$ cat src/rtl/seq_divider.sv
// -----------------------------------------------------------------------------
// seq_divider
//   Multi-cycle restoring integer divider. It produces one quotient bit per
//   clock and handles signed and unsigned operands. It sits beside the ALU in
//   the execute stage. Valid/ready handshakes on both sides let the pipeline
//   stall while a divide is in flight.
//
//   Optional feature macro: SEQ_DIVIDER_EARLY_OUT_EN
//     When defined, operands with b != 0 and |a| < |b| finish one edge after
//     acceptance with quot = 0 and rem = a. When undefined, such operands take
//     the full latency and give identical results.
//
// Ports
//   clk          rising-edge clock
//   rst          synchronous reset, active-high
//   in_valid     operands present
//   in_ready     divider idle and able to accept
//   in_signed    1 = two's-complement divide, 0 = unsigned
//   in_a         dividend (WORD_WIDTH)
//   in_b         divisor  (WORD_WIDTH)
//   out_valid    result present, held until consumed
//   out_ready    consumer accepts result
//   out_quot     quotient  (WORD_WIDTH)
//   out_rem      remainder (WORD_WIDTH)
//   out_div_zero divisor was zero
// -----------------------------------------------------------------------------
module seq_divider #(
    parameter int WORD_WIDTH = 32,
    parameter int CNT_WIDTH  = 6
) (
    input  logic                  clk,
    input  logic                  rst,
    input  logic                  in_valid,
    output logic                  in_ready,
    input  logic                  in_signed,
    input  logic [WORD_WIDTH-1:0] in_a,
    input  logic [WORD_WIDTH-1:0] in_b,
    output logic                  out_valid,
    input  logic                  out_ready,
    output logic [WORD_WIDTH-1:0] out_quot,
    output logic [WORD_WIDTH-1:0] out_rem,
    output logic                  out_div_zero
);

    localparam logic [1:0] IDLE = 2'd0;
    localparam logic [1:0] RUN  = 2'd1;
    localparam logic [1:0] FIX  = 2'd2;
    localparam logic [1:0] DONE = 2'd3;

    logic [1:0]            state;
    logic [CNT_WIDTH-1:0]  cnt;
    logic                  sign_a;
    logic                  sign_b;
    logic [WORD_WIDTH-1:0] b_mag;
    logic [WORD_WIDTH-1:0] rem;
    logic [WORD_WIDTH-1:0] quot;

    // Operand magnitudes at the accept cycle. The most-negative value maps to
    // 2^(W-1), which still fits unsigned in W bits.
    logic                  in_sign_a;
    logic                  in_sign_b;
    logic [WORD_WIDTH-1:0] in_a_mag;
    logic [WORD_WIDTH-1:0] in_b_mag;

    // One restoring step. The shifted remainder needs W+1 bits because it can
    // reach 2*|b|-1. The trial difference's top bit is its sign.
    logic [WORD_WIDTH:0]   rem_shift;
    logic [WORD_WIDTH:0]   trial;
    logic                  trial_ok;

    // NOTE: every signal driven here gets a value first, so no path leaves it
    // unassigned and no latch can be inferred.
    always_comb begin
        in_sign_a = in_signed & in_a[WORD_WIDTH-1];
        in_sign_b = in_signed & in_b[WORD_WIDTH-1];
        in_a_mag  = in_sign_a ? (~in_a + 1'b1) : in_a;
        in_b_mag  = in_sign_b ? (~in_b + 1'b1) : in_b;
        rem_shift = {rem, quot[WORD_WIDTH-1]};
        trial     = rem_shift - {1'b0, b_mag};
        trial_ok  = ~trial[WORD_WIDTH];
    end

    assign in_ready  = (state == IDLE);
    assign out_valid = (state == DONE);

    // NOTE: sequential state uses non-blocking assignments only, so every
    // register samples its pre-edge value regardless of statement order.
    always_ff @(posedge clk) begin
        if (rst) begin
            state        <= IDLE;
            cnt          <= '0;
            sign_a       <= 1'b0;
            sign_b       <= 1'b0;
            b_mag        <= '0;
            rem          <= '0;
            quot         <= '0;
            out_quot     <= '0;
            out_rem      <= '0;
            out_div_zero <= 1'b0;
        end else begin
            case (state)
                IDLE: begin
                    if (in_valid) begin
                        sign_a <= in_sign_a;
                        sign_b <= in_sign_b;
                        b_mag  <= in_b_mag;
                        if (in_b == '0) begin
                            out_quot     <= '1;
                            out_rem      <= in_a;
                            out_div_zero <= 1'b1;
                            state        <= DONE;
                        end
`ifdef SEQ_DIVIDER_EARLY_OUT_EN
                        else if (in_a_mag < in_b_mag) begin
                            // The quotient is zero, and the dividend is already
                            // the remainder with the correct sign.
                            out_quot     <= '0;
                            out_rem      <= in_a;
                            out_div_zero <= 1'b0;
                            state        <= DONE;
                        end
`endif
                        else begin
                            rem   <= '0;
                            quot  <= in_a_mag;
                            cnt   <= CNT_WIDTH'(WORD_WIDTH);
                            state <= RUN;
                        end
                    end
                end

                RUN: begin
                    // rem < |b| holds on entry, so a kept trial fits in W bits.
                    rem  <= trial_ok ? trial[WORD_WIDTH-1:0]
                                     : rem_shift[WORD_WIDTH-1:0];
                    quot <= {quot[WORD_WIDTH-2:0], trial_ok};
                    cnt  <= cnt - 1'b1;
                    if (cnt == CNT_WIDTH'(1)) begin
                        state <= FIX;
                    end
                end

                FIX: begin
                    // Most-negative / -1 wraps naturally to most-negative.
                    out_quot     <= (sign_a ^ sign_b) ? (~quot + 1'b1) : quot;
                    out_rem      <= sign_a ? (~rem + 1'b1) : rem;
                    out_div_zero <= 1'b0;
                    state        <= DONE;
                end

                DONE: begin
                    if (out_ready) begin
                        state <= IDLE;
                    end
                end

                default: state <= IDLE;
            endcase
        end
    end

endmodule

$ cat config.mk
export PLATFORM = sky130hd
export DESIGN_NAME = seq_divider
export DESIGN_NICKNAME = d
export VERILOG_FILES = /design/src/rtl/seq_divider.sv
export SDC_FILE = /design/constraint.sdc
export NUM_CORES = 1
export LEC_CHECK = 0
export ABC_AREA = 1
export BUFFER_PORTS_ARGS = -buffer_cell sky130_fd_sc_hd__clkbuf_2
export CORE_UTILIZATION = 40
export CTS_BUF_LIST = sky130_fd_sc_hd__clkbuf_16
export CTS_CLUSTER_SIZE = 14
export DETAILED_ROUTE_END_ITERATION = 10
export PLACE_DENSITY_LB_ADDON = 0.25
export SLEW_MARGIN = 20
export SYNTH_ARGS = -nofsm -noshare
export SYNTH_HDL_FRONTEND = slang
export SYNTH_SLANG_ARGS = --single-unit
$ cat constraint.sdc
create_clock -name clk -period 3 [get_ports clk]
set_input_delay 0.6 -clock clk [delete_from_list [all_inputs] [get_ports clk]]
set_output_delay 0.6 -clock clk [all_outputs]
set_load 0.1 [all_outputs]
=== Word level (Yosys, flattened, before mapping) ===
Cells that the tools add are included.

* RAM bits: 0
* Memory bits (read-only): 0
* Memories kept: 0
* Latch bits: 0
* Bits in registers: 171
* Bits of input ports: 69
* Word-level logic and storage cells: 69

* Divide/modulo/power cells: 0
* Shift-type cells: 0
* Reductions and logical operators: 8
* Bitwise logic cells: 8
* $add $sub $neg: 6
* Muxes and demuxes: 28
* Eq/ne operators: 9
* $mul: 0
* $lt $le $gt $ge: 0

{| class="wikitable"
|+ Operators with widths
! cell !! number
|-
| $mux 32 || 13
|-
| $pmux 32 s2 || 4
|-
| $add 32x1->32 const B || 4
|-
| $not 32->32 || 4
|-
| $sub 33x32->33 || 1
|-
| $logic_not 32->1 || 1
|-
| $mux 6 || 2
|-
| $pmux 6 s2 || 1
|-
| $reduce_and 3->1 || 3
|-
| $mux 2 || 4
|-
| $pmux 2 s4 || 1
|-
| $eq 6x1->1 const B || 1
|-
| $ne 2x2->1 const B || 3
|-
| $sub 6x1->6 const B || 1
|-
| $eq 2x2->1 const B || 2
|-
| $ne 2x1->1 const B || 2
|-
| $reduce_bool 2->1 || 2
|-
| $and 1x1->1 || 2
|-
| $eq 2x1->1 const B || 1
|-
| $logic_not 2->1 || 1
|-
| $mux 1 || 2
|-
| $pmux 1 s2 || 1
|-
| $reduce_and 2->1 || 1
|-
| $not 1->1 || 1
|-
| $xor 1x1->1 || 1
|}

=== Longest topological paths before layout ===
Gate-level depths: netlist of the first run.

* Word-level depth: 6
* Mapped depth: 18

=== Worst setup path before layout of the first run ===
OpenSTA, ideal clock, no wires.

* Path type: reg2reg
* Start point: register state[0]
* End point: register b_mag[26]
* Cell stages (with the launch flop): 9
* Path slack: 0.437 ns
* Data arrival time: 2.447 ns
* Setup time: 0.115 ns
* Cells stage by stage: dfxtp_1 -> inv_1 -> ha_1 -> nand2_1 -> clkinv_1 -> clkbuf_1 -> o21ai_0 -> o21ai_0 -> inv_1

* Word-level cells in the longest chain between the ends: 2

{| class="wikitable"
|+ RTL lines
! what !! line !! source
|-
| from (decl) || 50 || <nowiki>logic [1:0] state;</nowiki>
|-
| from (signal assigned) || 90 || <nowiki>state <= IDLE;</nowiki>
|-
| from (signal assigned) || 111 || <nowiki>state <= DONE;</nowiki>
|-
| from (signal assigned) || 127 || <nowiki>state <= RUN;</nowiki>
|-
| $logic_not 2->1 || -- ||
|-
| named net in_ready || 34 || <nowiki>output logic in_ready,</nowiki>
|-
| $reduce_and 2->1 (no line) || -- ||
|-
| to (signal assigned) || 106 || <nowiki>b_mag <= in_b_mag;</nowiki>
|-
| to (decl) || 54 || <nowiki>logic [WORD_WIDTH-1:0] b_mag;</nowiki>
|}

The timed path passes the listed nets, and every way through them passes these cells.
A chain may end at the register's enable or synchronous reset.

=== Worst setup path after layout of the first run ===
* Start point: register quot[31]
* End point: register rem[27]

* Word-level cells in the longest chain between the ends: 3

{| class="wikitable"
|+ RTL lines
! what !! line !! source
|-
| from (decl) || 56 || <nowiki>logic [WORD_WIDTH-1:0] quot;</nowiki>
|-
| from (signal assigned) || 125 || <nowiki>quot <= in_a_mag;</nowiki>
|-
| from (signal assigned) || 136 || <nowiki>quot <= {quot[WORD_WIDTH-2:0], trial_ok};</nowiki>
|-
| $sub 33x32->33 || 79 || <nowiki>trial = rem_shift - {1'b0, b_mag};</nowiki>
|-
| $mux 32 || 134 || <nowiki>rem <= trial_ok ? trial[WORD_WIDTH-1:0]</nowiki>
|-
| $pmux 32 s2 || 101 || <nowiki>case (state)</nowiki>
|-
| to (signal assigned) || 134 ||
|-
| to (decl) || 55 || <nowiki>logic [WORD_WIDTH-1:0] rem;</nowiki>
|}

Every way passes these cells.

==> run summary, run 1 <==
Via density: 5.20
CTS Root Cell: clkbuf_16
Synth warnings: 0
Most common cell after layout, fill and taps aside: nand2_1
Io pins: 136
Synth Net Count: 2396
Worst-skew pair later-pin latency: 450 ps
CTS resizes: 0
Hold Fails Final Rpt: 0
Crit path time final: 2620 ps
Slew Viols, Final: 0
RSZ-0062 raised after global routing: false
Drt pass-1 iters: 5
CP startpoint kind: flop
GRT Max-Usage Layer: met2
Hold Buf Count CTS: 0
Number of global-route vias before repair: 13400
Detailed Route WL: 47300 microns
Die area: 0.0343 sq mm
Crit-path max FO: 22
Worst EP required: 3310 ps
VDD IR max: 425 uV
Met3 GRT Util: 4.56%
Clock sinks: 171
Grt met1 use: 40.2%
Fin cells: 2839
CP Capture Type: flop
Cell taking the most area after synthesis: dfxtp_1
Chip Width: 185 microns
Arrival time worst endpoint: 2930 ps
Post-synthesis sequential area ratio: 25.5%
Fraction of layout cells with a size suffix above 1: 9.97%
Post-layout net count: 2497
Sw power: 4.52 mW
CTS tree: done
Core area: 0.0328 sq mm
Final ANT Viol Nets: 0
Pint: 5.10 mW
Largest net degree at the start of global routing: 87
ANT cells: 0
Net Sw Frac: 47.0%
Max-cap violations: 0
Detailed Place HPWL: 37600 microns
Mean Syn Cell Area: 5.88 sq um
Fin Setup TNS: 0 ps
Routed len/inst: 16.7 microns
Commonest cells after routing, fill and taps aside: 657 x nand2_1, 314 x inv_1, 255 x nor2_1, 210 x nand3_1, 171 x dfxtp_1
Count of state elements after synthesis: 171
Hold_ws: 415 ps
HP Class: input pin to flop
Final Core Density: 45.9%
Cell Rows: 66
Dpl cells: 2808
Total GRT Usage: 27.9%
Status: finished, final reports clean
H-tree depth: 4
Setup Fix Bufs, Post-CTS: 0
Share of total power in sequential cells: 29.4%
Met2 GRT Util: 42.2%
Leakage power: 7.59 nW
Final period utilization: 87.3%
Main area contributors after synthesis: dfxtp_1 25%, nand2_1 18%, inv_1 8.8%
Antenna violations before repair: 0
CP Cell Sequence: inv_1 > ha_1 > fa_1 > inv_1 > nand2_1 > nand2_1 > nand3_1 > nand2_2 > nand2_1 > nand2_1 > nand2_2 > nand2_2 > nand2_2 > nand2_2 > nand2_1 > nand3_1 > a21oi_1
CTS clock-pin slew for the worst setup and hold paths: 70 ps
Post-synth top area share: 25.5%
Total power per unit cell area: 640 mW/mm^2
Crit path max-delay family: simple AND/OR/NAND/NOR gates
Vias: 14800
Power Total: 9.62 mW
Initial detailed-routing violation count: 1365
Slew headroom: 50.5%
RD Place Congestion: 0.945
F_max: 0.382 GHz
Initial Utilization: 41.0%
PortBufs: 135
Cell variety after synth: 49
First-pass GRT wire length: 73600 microns
Final setup fails: 0
Die height: 185 microns
Combinational share of power: 47.4%
Worst-margin pin slew: 742 ps
Post-route clock skew: 11.2 ps
Num CTS Buffers: 17
Crit path buffers/inverters: 2
Clock tree buffer depth: 2
Syn Std Cell Area: 0.0134 sq mm
Clock network fraction of design power: 23.2%
Crit path kind: flop to flop
Area grow syn2layout: 12.0%
Slowest-stage cell, CP: fa_1
Residual DRC: 0
Mapped Cells: 2284
Grt total ovfl: 0
Max incr delay on CP: 400 ps
## kinds of logic (layout without fill, tap and decap cells)
group,after synthesis,count (layout),share of synthesized area [%]
compound gates,365,365,14.8
xor+xnor,78,78,5.09
fa+ha+maj,43,43,4.06
buf+inv,404,517,12.3
flops,171,171,25.5
simple gates,1223,1223,38.2
## worst reg2reg max path, stage by stage, from the launching register on
cell and delay [ps]:
dfxtp_1 360, inv_1 90, ha_1 220, fa_1 400, inv_1 110, nand2_1 50, nand2_1 70, nand3_1 80
nand2_2 120, nand2_1 80, nand2_1 100, nand2_2 80, nand2_2 80, nand2_2 60, nand2_2 340, nand2_1 110
nand3_1 90, a21oi_1 60
## cells in the mapped netlist (all sizes together)
library cell,number
a21o,2
clkbuf,44
o31ai,2
inv,317
a211oi,2
o21a,11
a21oi,181
o221ai,3
xnor2,20
clkinv,3
a31oi,2
o21ai,142
and3,1
or2,4
buf,40
nor4,3
o211ai,8
nand3b,17
nor3,26
dfxtp,171
nand2,668
nand4,25
o2111ai,2
fa,1
o21bai,4
ha,42
nor2,262
o22ai,6
nand3,213
xor2,58
and2,4
## power groups by stage
stage / Combinational, mW / Sequential [mW] / Clock [mW]
3_5_place_dp: 4.46 / 2.87 / 0
5_1_grt: 5.05 / 2.86 / 2.35
2_1_floorplan: 3.15 / 2.96 / 0
3_3_place_gp: 4.43 / 2.86 / 0
6_report: 4.56 / 2.83 / 2.23
4_1_cts: 4.49 / 2.82 / 2.27
## through the flow
| stage | worst slack, ps | cell area (sq um) |
|---|---|---|
| 2_1_floorplan | 437 | 13400 |
| 5_1_grt | 105 | 15000 |
| 4_1_cts | 381 | 15000 |
| 3_3_place_gp | 423 | 14500 |
| 3_5_place_dp | 319 | 14500 |
| 6_report | 381 | 15000 |
## final timing paths
| check | start | end | cells after the start | slack (ps) |
|---|---|---|---|---|
| max | quot[31]$_SDFFE_PP0P_ | rem[27]$_SDFFE_PP0P_ | 17 | 380 |
| min | in_b[0] | b_mag[0]$_SDFFE_PP0P_ | 3 | 420 |
| max reg2reg | quot[31]$_SDFFE_PP0P_ | rem[27]$_SDFFE_PP0P_ | 17 | 380 |
| min reg2reg | out_rem[14]$_SDFFE_PP0P_ | out_rem[14]$_SDFFE_PP0P_ | 2 | 460 |
## sequential cells by signal, summed over array words and instances, names as in the netlist
name and count:
cnt 6, sign_b 1, sign_a 1, out_rem 32, state 2, quot 32
out_div_zero 1, rem 32, b_mag 32, out_quot 32
## layer usage
| metal | share of wire [%] | vias up |
|---|---|---|
| li1 | - | 7474 |
| met1 | 49 | 6726 |
| met2 | 42 | 514 |
| met3 | 7.1 | 54 |
| met4 | 2.2 | 0 |
| met5 | 0 | - |
## layout make-up
cell class	instances	area (sq um)
inverter	320	1210
clock buffer	17	425
timing repair buffer	166	933
tap	442	553
multi-input combinational	1709	8360
fill	3545	17700
clock inverter	14	146
sequential	171	3420
Note: power is estimated with default switching activity, not from simulation.
==> inputs of run 2 (changes only) <==
--- a/config.mk
+++ b/config.mk
@@ -12,4 +12,5 @@
 export CTS_CLUSTER_SIZE = 14
 export DETAILED_ROUTE_END_ITERATION = 10
+export GPL_TIMING_DRIVEN = 0
 export PLACE_DENSITY_LB_ADDON = 0.25
 export SLEW_MARGIN = 20
==> constraint.sdc (replaced) <==
create_clock -name clk -period 3 [get_ports clk]
set_input_delay 0.15 -clock clk [delete_from_list [all_inputs] [get_ports clk]]
set_output_delay 0.15 -clock clk [all_outputs]
set_load 0.1 [all_outputs]
==> run summary, run 2 (synthesis results as in run 1) <==
Leakage power: 7.71 nW (+1.5%)
ANT cells: 0 (unchanged)
Routed len/inst: 18.2 microns (+9.3%)
Max-cap violations: 0 (unchanged)
Via density: 5.26 (+1.2%)
Most common cell after layout, fill and taps aside: nand2_1
Crit path time final: 2830 ps (+215 ps)
Die height: 185 microns (unchanged)
Met3 GRT Util: 7.39% (+2.8 points)
Antenna violations before repair: 1 (+1)
First-pass GRT wire length: 79500 microns (+7.9%)
Clock tree buffer depth: 2 (unchanged)
F_max: 0.353 GHz (-7.6%)
Cell Rows: 66 (unchanged)
Status: finished, final reports clean
CTS clock-pin slew for the worst setup and hold paths: 70 ps (about the same)
HP Class: input pin to flop
Final worst slack: 166 ps (-215 ps)
Grt met1 use: 44.1% (+3.9 points)
Crit path kind: flop to flop
Worst-skew pair later-pin latency: 460 ps (about the same)
CTS Root Cell: clkbuf_16
Vias: 15200 (+3.2%)
Initial detailed-routing violation count: 1363 (-0.15%)
H-tree depth: 4 (unchanged)
Met2 GRT Util: 46.1% (+4.0 points)
Slew headroom: 31.6% (-19 points)
Chip Width: 185 microns (unchanged)
Worst EP required: 3380 ps (+70 ps)
Hold path start: in_b[6]
Power Total: 9.95 mW (+3.4%)
Arrival time worst endpoint: 3220 ps (+290 ps)
RSZ-0062 raised after global routing: true
Drt pass-1 iters: 9 (+4)
Initial Utilization: 41.0% (unchanged)
Num CTS Buffers: 17 (unchanged)
CTS tree: done
Residual DRC: 0 (unchanged)
Dpl cells: 2860 (+1.9%)
Grt total ovfl: 0 (unchanged)
Die area: 0.0343 sq mm (unchanged)
GRT Max-Usage Layer: met2
CP startpoint kind: flop
Crit-path max FO: 10 (-55%)
Post-layout net count: 2551 (+2.2%)
Fraction of layout cells with a size suffix above 1: 10.1% (+0.14 points)
Critical path origin: quot[31]$_SDFFE_PP0P_
Slew Viols, Final: 0 (unchanged)
Fin cells: 2894 (+1.9%)
Core area: 0.0328 sq mm (unchanged)
Io pins: 136 (unchanged)
Hold Fails Final Rpt: 0 (unchanged)
Detailed Route WL: 52700 microns (+11%)
Largest net degree at the start of global routing: 17 (-80%)
RR Startpoint: quot[31]$_SDFFE_PP0P_
Number of global-route vias before repair: 13800 (+3.4%)
Hold_ws: 12.8 ps (-403 ps)
Total power per unit cell area: 651 mW/mm^2 (+1.7%)
Commonest cells after routing, fill and taps aside: 655 x nand2_1, 314 x inv_1, 255 x nor2_1, 209 x nand3_1, 170 x dfxtp_1
Clock sinks: 171 (unchanged)
CP Capture Type: flop
PortBufs: 134 (-0.74%)
Area grow syn2layout: 13.9%
Final setup fails: 0 (unchanged)
Post-route clock skew: 11.9 ps (+0.632 ps)
Total GRT Usage: 31.0% (+3.1 points)
Worst slack, placed: 155 ps (-165 ps)
Final ANT Viol Nets: 0 (unchanged)
Worst-margin pin slew: 1030 ps (+284 ps)
Final period utilization: 94.5% (+7.2 points)
Detailed Place HPWL: 43400 microns (+16%)
VDD IR max: 443 uV (+4.4%)
RD Place Congestion: 0.974 (+3.1%)
## run 2: area by class of cell
class	instances	area [sq um]
fill	3615	17500
multi-input combinational	1709	8370
sequential	171	3420
inverter	320	1210
timing repair buffer	136	691
tap	442	553
buffer	84	447
clock buffer	17	425
clock inverter	15	185
## run 2: metrics by stage
| stage | area [sq um] | util (%) | TNS, ps |
|---|---|---|---|
| final | 15300 | 46.7 | 0 |
| after detailed placement | 14700 | 44.7 | 0 |
| after CTS | 15300 | 46.6 | 0 |
| after global routing | 15300 | 46.7 | -175 |
| after global placement | 14700 | 44.7 | 0 |
| after floorplan | 13400 | - | 0 |
## run 2: repair_timing
action | 4_1_cts | 5_1_grt
hold buffers | 2 | 0
hold endpoints to repair | 2 | 0
gates resized for setup | 0 | 7
setup endpoints to repair | 0 | 30
buffers inserted | 0 | 0
## run 2: critical path, cell delays in order (launching register included)
cell     delay, ps
dfxtp_1        350
inv_1          100
ha_1           220
fa_1           410
inv_1          120
nand2_1         60
nand2_1         80
nand3_1         90
nand2_2        140
nand2_1         80
nand2_1        140
nand2_2        110
nand2_2         90
nand2_2         70
nand2_2        170
buf_4          220
nand2_2        140
a21oi_1        180
## run 2: path summary, 6_finish.rpt
| check | to | slack, ps | cells after the start |
|---|---|---|---|
| setup / recovery | quot[0]$_SDFFE_PP0P_ | 170 | 17 |
| hold / removal | b_mag[6]$_SDFFE_PP0P_ | 10 | 3 |
| setup reg to reg | quot[0]$_SDFFE_PP0P_ | 170 | 17 |
| hold reg to reg | out_rem[14]$_SDFFE_PP0P_ | 460 | 2 |
## run 2: routing by layer
layer  part of all wire, %  vias up  wire length [microns]
met4                   2.2        2                   1160
li1                      -     7582                      -
met1                    48     7033                  25100
met2                    42      551                  21900
met5                 0.025        -                     13
met3                   8.6       66                   4510
## run 2: report_power, final
part,internal [mW],total (mW),switching [mW]
Combinational,1.34,4.75,3.41
Sequential,2.56,2.84,0.279
Clock,1.33,2.37,1.04
